===== config.mk =====
export PLATFORM = sky130hd
export DESIGN_NAME = bullet_hit_scanner
export DESIGN_NICKNAME = d
export VERILOG_FILES = /design/src/rtl/bullet_hit_scanner.sv
export SDC_FILE = /design/constraint.sdc
export NUM_CORES = 1
export LEC_CHECK = 0
export BUFFER_PORTS_ARGS = -buffer_cell sky130_fd_sc_hd__buf_4
export CAP_MARGIN = 20
export CORE_MARGIN = 2
export CORE_UTILIZATION = 55
export CTS_CLUSTER_SIZE = 24
export DETAILED_ROUTE_END_ITERATION = 6
export PLACE_DENSITY = 0.81
export SETUP_SLACK_MARGIN = 0.02
export SLEW_MARGIN = 25
export SYNTH_ARGS = -nofsm -noshare
export SYNTH_HDL_FRONTEND = slang
export SYNTH_SLANG_ARGS = --single-unit

===== constraint.sdc =====
create_clock -name clk -period 6.9 [get_ports clk]
set_input_delay 0.69 -clock clk [delete_from_list [all_inputs] [get_ports clk]]
set_output_delay 0.69 -clock clk [all_outputs]
set_load 0.005 [all_outputs]

===== src/rtl/bullet_hit_scanner.sv =====
// Per-frame collision scan of the 8 bullet-table slots against the player box, followed by a
// single HP commit that applies damage, healing and invulnerability frames.
module bullet_hit_scanner #(
    parameter int unsigned HP_MAX  = 20,
    parameter int unsigned DAMAGE  = 4,
    parameter int unsigned HEAL    = 1,
    parameter int unsigned IFRAMES = 30
) (
    input  logic        clk,
    input  logic        rst,
    input  logic        start,
    output logic [2:0]  bullet_index,
    input  logic [15:0] bullet_position,
    input  logic [15:0] bullet_size,
    input  logic [2:0]  bullet_color,
    input  logic        bullet_render,
    input  logic [15:0] player_position,
    input  logic [15:0] player_size,
    input  logic        player_moving,
    output logic [7:0]  hp,
    output logic        hit,
    output logic        heal,
    output logic        dead,
    output logic        iframe_active,
    output logic        busy,
    output logic        done
);

    localparam int unsigned IfW = $clog2(IFRAMES + 2);

    localparam logic [7:0]     HpMax   = 8'(HP_MAX);
    localparam logic [7:0]     DmgAmt  = 8'(DAMAGE);
    localparam logic [8:0]     HealAmt = 9'(HEAL);
    localparam logic [IfW-1:0] IfLoad  = IfW'(IFRAMES);

    localparam logic [2:0] ColWhite = 3'b000;
    localparam logic [2:0] ColGreen = 3'b001;
    localparam logic [2:0] ColBlue  = 3'b010;

    typedef enum logic [1:0] {
        StIdle,
        StScan,
        StApply
    } state_e;

    state_e         state_q, state_d;
    logic [2:0]     index_q, index_d;
    logic [15:0]    ppos_q, ppos_d;
    logic [15:0]    psize_q, psize_d;
    logic           pmov_q, pmov_d;
    logic           dmg_flag_q, dmg_flag_d;
    logic           heal_flag_q, heal_flag_d;
    logic [7:0]     hp_q, hp_d;
    logic [IfW-1:0] ifr_q, ifr_d;
    logic           hit_q, hit_d;
    logic           heal_q, heal_d;
    logic           done_q, done_d;
    logic           dead_q, dead_d;
    logic           ifa_q, ifa_d;

    // Zero-extended to 9 bits so box edge sums cannot wrap.
    logic [8:0] bx, by, bw, bh, px, py, pw, ph;
    logic       nonzero_boxes;
    logic       overlap;

    assign bx = {1'b0, bullet_position[15:8]};
    assign by = {1'b0, bullet_position[7:0]};
    assign bw = {1'b0, bullet_size[15:8]};
    assign bh = {1'b0, bullet_size[7:0]};
    assign px = {1'b0, ppos_q[15:8]};
    assign py = {1'b0, ppos_q[7:0]};
    assign pw = {1'b0, psize_q[15:8]};
    assign ph = {1'b0, psize_q[7:0]};

    // Strict compares alone would let a zero-width box sit inside the other one.
    assign nonzero_boxes = (bw != 9'd0) && (bh != 9'd0) && (pw != 9'd0) && (ph != 9'd0);

    assign overlap = nonzero_boxes &&
                     (bx < px + pw) && (px < bx + bw) &&
                     (by < py + ph) && (py < by + bh);

    logic [7:0] hp_damaged;
    logic [8:0] hp_heal_sum;
    logic [7:0] hp_healed;

    assign hp_damaged  = (hp_q > DmgAmt) ? hp_q - DmgAmt : 8'd0;
    assign hp_heal_sum = {1'b0, hp_q} + HealAmt;
    assign hp_healed   = (hp_heal_sum >= {1'b0, HpMax}) ? HpMax : hp_heal_sum[7:0];

    always_comb begin
        state_d     = state_q;
        index_d     = index_q;
        ppos_d      = ppos_q;
        psize_d     = psize_q;
        pmov_d      = pmov_q;
        dmg_flag_d  = dmg_flag_q;
        heal_flag_d = heal_flag_q;
        hp_d        = hp_q;
        ifr_d       = ifr_q;
        dead_d      = dead_q;
        ifa_d       = ifa_q;
        hit_d       = 1'b0;
        heal_d      = 1'b0;
        done_d      = 1'b0;

        unique case (state_q)
            StIdle: begin
                if (start) begin
                    ppos_d      = player_position;
                    psize_d     = player_size;
                    pmov_d      = player_moving;
                    dmg_flag_d  = 1'b0;
                    heal_flag_d = 1'b0;
                    index_d     = 3'd0;
                    state_d     = StScan;
                end
            end

            StScan: begin
                if (bullet_render && overlap) begin
                    case (bullet_color)
                        ColWhite: dmg_flag_d  = 1'b1;
                        ColBlue:  dmg_flag_d  = dmg_flag_q | pmov_q;
                        ColGreen: heal_flag_d = 1'b1;
                        default:  ;
                    endcase
                end
                index_d = index_q + 3'd1;
                if (index_q == 3'd7) begin
                    state_d = StApply;
                end
            end

            StApply: begin
                if (!dead_q) begin
                    if (dmg_flag_q && (ifr_q == '0)) begin
                        hp_d  = hp_damaged;
                        hit_d = 1'b1;
                    end else if (!dmg_flag_q && heal_flag_q) begin
                        // Damage absorbed by iframes still suppresses healing.
                        hp_d   = hp_healed;
                        heal_d = (hp_healed != hp_q);
                    end
                end

                if (ifr_q != '0) begin
                    ifr_d = ifr_q - 1'b1;
                end else if (hit_d) begin
                    ifr_d = IfLoad;
                end

                dead_d  = dead_q | (hp_d == 8'd0);
                ifa_d   = (ifr_d != '0);
                done_d  = 1'b1;
                state_d = StIdle;
            end

            default: state_d = StIdle;
        endcase
    end

    always_ff @(posedge clk or posedge rst) begin
        if (rst) begin
            state_q     <= StIdle;
            index_q     <= 3'd0;
            ppos_q      <= 16'd0;
            psize_q     <= 16'd0;
            pmov_q      <= 1'b0;
            dmg_flag_q  <= 1'b0;
            heal_flag_q <= 1'b0;
            hp_q        <= HpMax;
            ifr_q       <= '0;
            hit_q       <= 1'b0;
            heal_q      <= 1'b0;
            done_q      <= 1'b0;
            dead_q      <= 1'b0;
            ifa_q       <= 1'b0;
        end else begin
            state_q     <= state_d;
            index_q     <= index_d;
            ppos_q      <= ppos_d;
            psize_q     <= psize_d;
            pmov_q      <= pmov_d;
            dmg_flag_q  <= dmg_flag_d;
            heal_flag_q <= heal_flag_d;
            hp_q        <= hp_d;
            ifr_q       <= ifr_d;
            hit_q       <= hit_d;
            heal_q      <= heal_d;
            done_q      <= done_d;
            dead_q      <= dead_d;
            ifa_q       <= ifa_d;
        end
    end

    assign bullet_index  = index_q;
    assign hp            = hp_q;
    assign hit           = hit_q;
    assign heal          = heal_q;
    assign dead          = dead_q;
    assign iframe_active = ifa_q;
    assign busy          = (state_q != StIdle);
    assign done          = done_q;

endmodule


==> results.yml <==
layout:
  multi_input_area_mm2: 0.00307
  regArea_mm2: 0.00145
  area_growth_pct: 21.6
  antenna-diode-count: 0
  fin_cells: 680
  design_area_mm2: 0.00568
  finalNetCount: 714
  drive_gt1_share_pct: 26.6
  postLayoutCoreUtil_pct: 69.2
  fill_cells: 644
clock_network:
  post_cts_resized: 0
  clk_pin_slew_ns: 0.07
  root_buffer: "clkbuf_8"
  numCtsBuffers: 9
  postCtsSetupBuffers: 0
  tritoncts: "done"
  clk_latency_ns: 0.34
  ctsLongestPathBuffers: 2
  htreeDepth: 3
  hold_buffers: 0
  cts_sinks: 58
yosys:
  synth_area_mm2: 0.00467
  synth_top_area_cell: "dfrtp_1"
  synth.yosys.seq_area_share_pct: 31.1
  synthArstFlopShare_pct: 100
  synthesis.nets: 622
  synth_cell_types: 69
  ys_ff_latch: 58
  syn_inst: 478
  yosys-top-cells-area: "dfrtp_1 (30%), ha_1 (18%), mux2_2 (8.2%)"
  synth_top_area_share_pct: 30.0
  yosysWarnings: 0
  synth_flop_cell: "dfrtp_1"
  avgSynthCellArea_um2: 9.78
  synth_edf_count: 0
min_path:
  hold_depth: 2
  min-delay-start: "iframe_active"
  hold_class: "reg -> reg"
  hold_end: "iframe_active"
floorplan:
  core_mm2: 0.00822
  fp.dieH_um: 96.2
  rows: 33
  io_pins: 89
  design.die.area_mm2: 0.00925
  start_util_pct: 56.9
  die_w_um: 96.2
power_and_ir_drop:
  p_leak_nw: 2.70
  peakVddDrop_uv: 298
  power_mw: 2.59
  p_per_area_mw_per_mm2: 455
critical_path:
  critPathMaxFanout: 3
  cpMostUsedCell: "ha_1"
  crit_path_start_kind: "flip-flop"
  path_cells: "ha_1, fa_1, a21o_1, a21oi_1, nor2b_1, o21a_1, nor2_1, xor2_1, ha_1, o211a_1, a221oi_1, o21ai_0, nand2_1, o311a_1, a32o_1"
  required_ns: 7.18
  reg2reg_to: "dmg_flag_q"
  crit_slowest_cell: "dfrtp_1"
  r2r_slack_ns: 3.39
  cpPeakStageDelay_ns: 0.42
  r2r-start: "psize_q[0]"
  worstSetupPathType: "reg -> reg"
  arrival_ns: 3.79
  r2r_cells: 15
  worstSetupEndpointType: "flip-flop"
sta:
  skew_ns: 0.00875
  finalCritPeriodShare_pct: 50.9
  worst_pin_slew_ns: 0.735
  whs_ns: 0.494
  hold_violations: 0
  rsz0062_at_grt: "false"
  setup_tns_ns: 0
  slew_violations: 0
  relSlewSlack_pct: 51.0
  setup_viol: 0
  final.min_clock_period_ns: 3.51
  finalWorstSetupSlack_ns: 3.39
  max_clock_freq_mhz: 285
detailed_routing:
  wl_per_cell_um: 15.9
  vias_per_cell: 5.82
  drc: 0
  via_count: 3957
  firstDrtPassIters: 4
  wl_mm: 10.8
  drtIter0Drc: 124
  route.antenna.remaining_nets: 0
placement:
  dpl.hpwl_mm: 8.63
  place_congestion: 0.915
  place_area_mm2: 0.00544
  place_ws_ns: 3.31
  dp.cells: 664
  port_buffers: 88
job:
  drv_cap: 0
grt:
  grt_pass1_vias: 3992
  grt_use_total_pct: 25.1
  grt_pass1_wl_mm: 18.0
  grt_max_degree: 59
  grt_antenna_before_repair: 0
  grt_overflow: 0
outcome:
  outcome: "complete, no violations"
[area by class of cell]
cell class | count | area share, %
tap | 105 | 2.31
clock buffer | 12 | 2.55
sequential | 58 | 25.6
inverter | 29 | 1.92
multi-input combinational | 382 | 54.0
timing repair buffer | 90 | 11.9
clock inverter | 4 | 1.74
[metal layers]
metal	part of all wire (%)	global-route usage, %	up-vias
li1	-	-	1961
met1	43	30.6	1873
met2	50	43.2	103
met3	5.3	5.56	20
met4	2.1	9.40	0
met5	0	0	-
[placed cells by master, fill, tap and decap left out, drive strengths merged, types with 3 or more instances in the layout]
cell,n
buf,90
ha,68
dfrtp,56
o21ai,38
nand2,36
mux2,34
a21oi,32
inv,29
nor2,18
xnor2,16
a21o,12
nor4,12
clkbuf,12
nand2b,11
xor2,10
nand3,8
o21a,7
nor2b,7
a211oi,5
o21bai,4
a22o,4
fa,4
o31ai,3
nor3,3
a31oi,3
nand4,3
bufinv,3
o41ai,3
or3b,3
[where the power goes]
part,switching [mW],internal [mW]
Sequential,0.174,0.489
Clock,0.137,0.251
Combinational,0.773,0.765
Total,1.08,1.50
[sequential cells by signal (all words and copies together), names as in the netlist, 2 cells and up]
name,cells
hp,8
state_q,2
psize_q,16
bullet_index,3
ifr_q,5
ppos_q,16
[worst max-delay path by stage]
| stage | startpoint | slack, ns | endpoint | depth (start not counted) |
|---|---|---|---|---|
| 6_report | psize_q[0] | 3.39 | dmg_flag_q | 15 |
| 3_3_place_gp | bullet_position[8] | 3.42 | dmg_flag_q | 15 |
| 3_5_place_dp | bullet_size[0] | 3.31 | heal_flag_q | 16 |
| 4_1_cts | psize_q[0] | 3.41 | dmg_flag_q | 15 |
| 2_1_floorplan | bullet_position[0] | 3.66 | heal_flag_q | 15 |
| 5_1_grt | psize_q[0] | 3.21 | dmg_flag_q | 15 |
[critical path: cells and delay by family, from the launching register on]
family                   cells  cell delay [ns]
AO/OA/AOI/OAI                8             1.61
adder cells (fa/ha/maj)      3             0.90
flip-flops                   1             0.42
AND/OR/NAND/NOR              3             0.33
XOR/XNOR                     1             0.18
[synthesized netlist by cell type (all sizes together), types with 2 or more instances]
master / n
a2111oi: 2
buf: 5
nor2: 18
nor2b: 7
nor4: 12
a21oi: 32
a21o: 12
or3b: 3
dfstp: 2
or4: 2
xor2: 10
nor3: 3
inv: 29
nand2: 36
xnor2: 16
o21bai: 4
and2: 2
a221oi: 2
a2bb2oi: 2
clkbuf: 4
o21ai: 38
a22o: 4
a211oi: 5
a211o: 2
nand3: 8
dfrtp: 56
nand2b: 11
nand4: 3
mux2: 34
a31oi: 3
o21a: 7
o41ai: 3
o211a: 2
o221ai: 2
ha: 68
nand3b: 2
o31ai: 3
o2111ai: 2
fa: 4
[cell families (layout without fill, tap and decap cells)]
logic type | Yosys count | count (layout) | synth area share [%]
and+or+nand+nor | 112 | 112 | 12.9
DFF | 58 | 58 | 31.1
xor gates and xnor gates | 26 | 26 | 4.87
muxes | 34 | 34 | 8.19
buffers and inverters | 38 | 135 | 3.21
AOI/OAI and AO/OA | 138 | 138 | 19.8
adders and majority gates | 72 | 72 | 19.9
No activity file was read; power rests on OpenSTA's default activity.
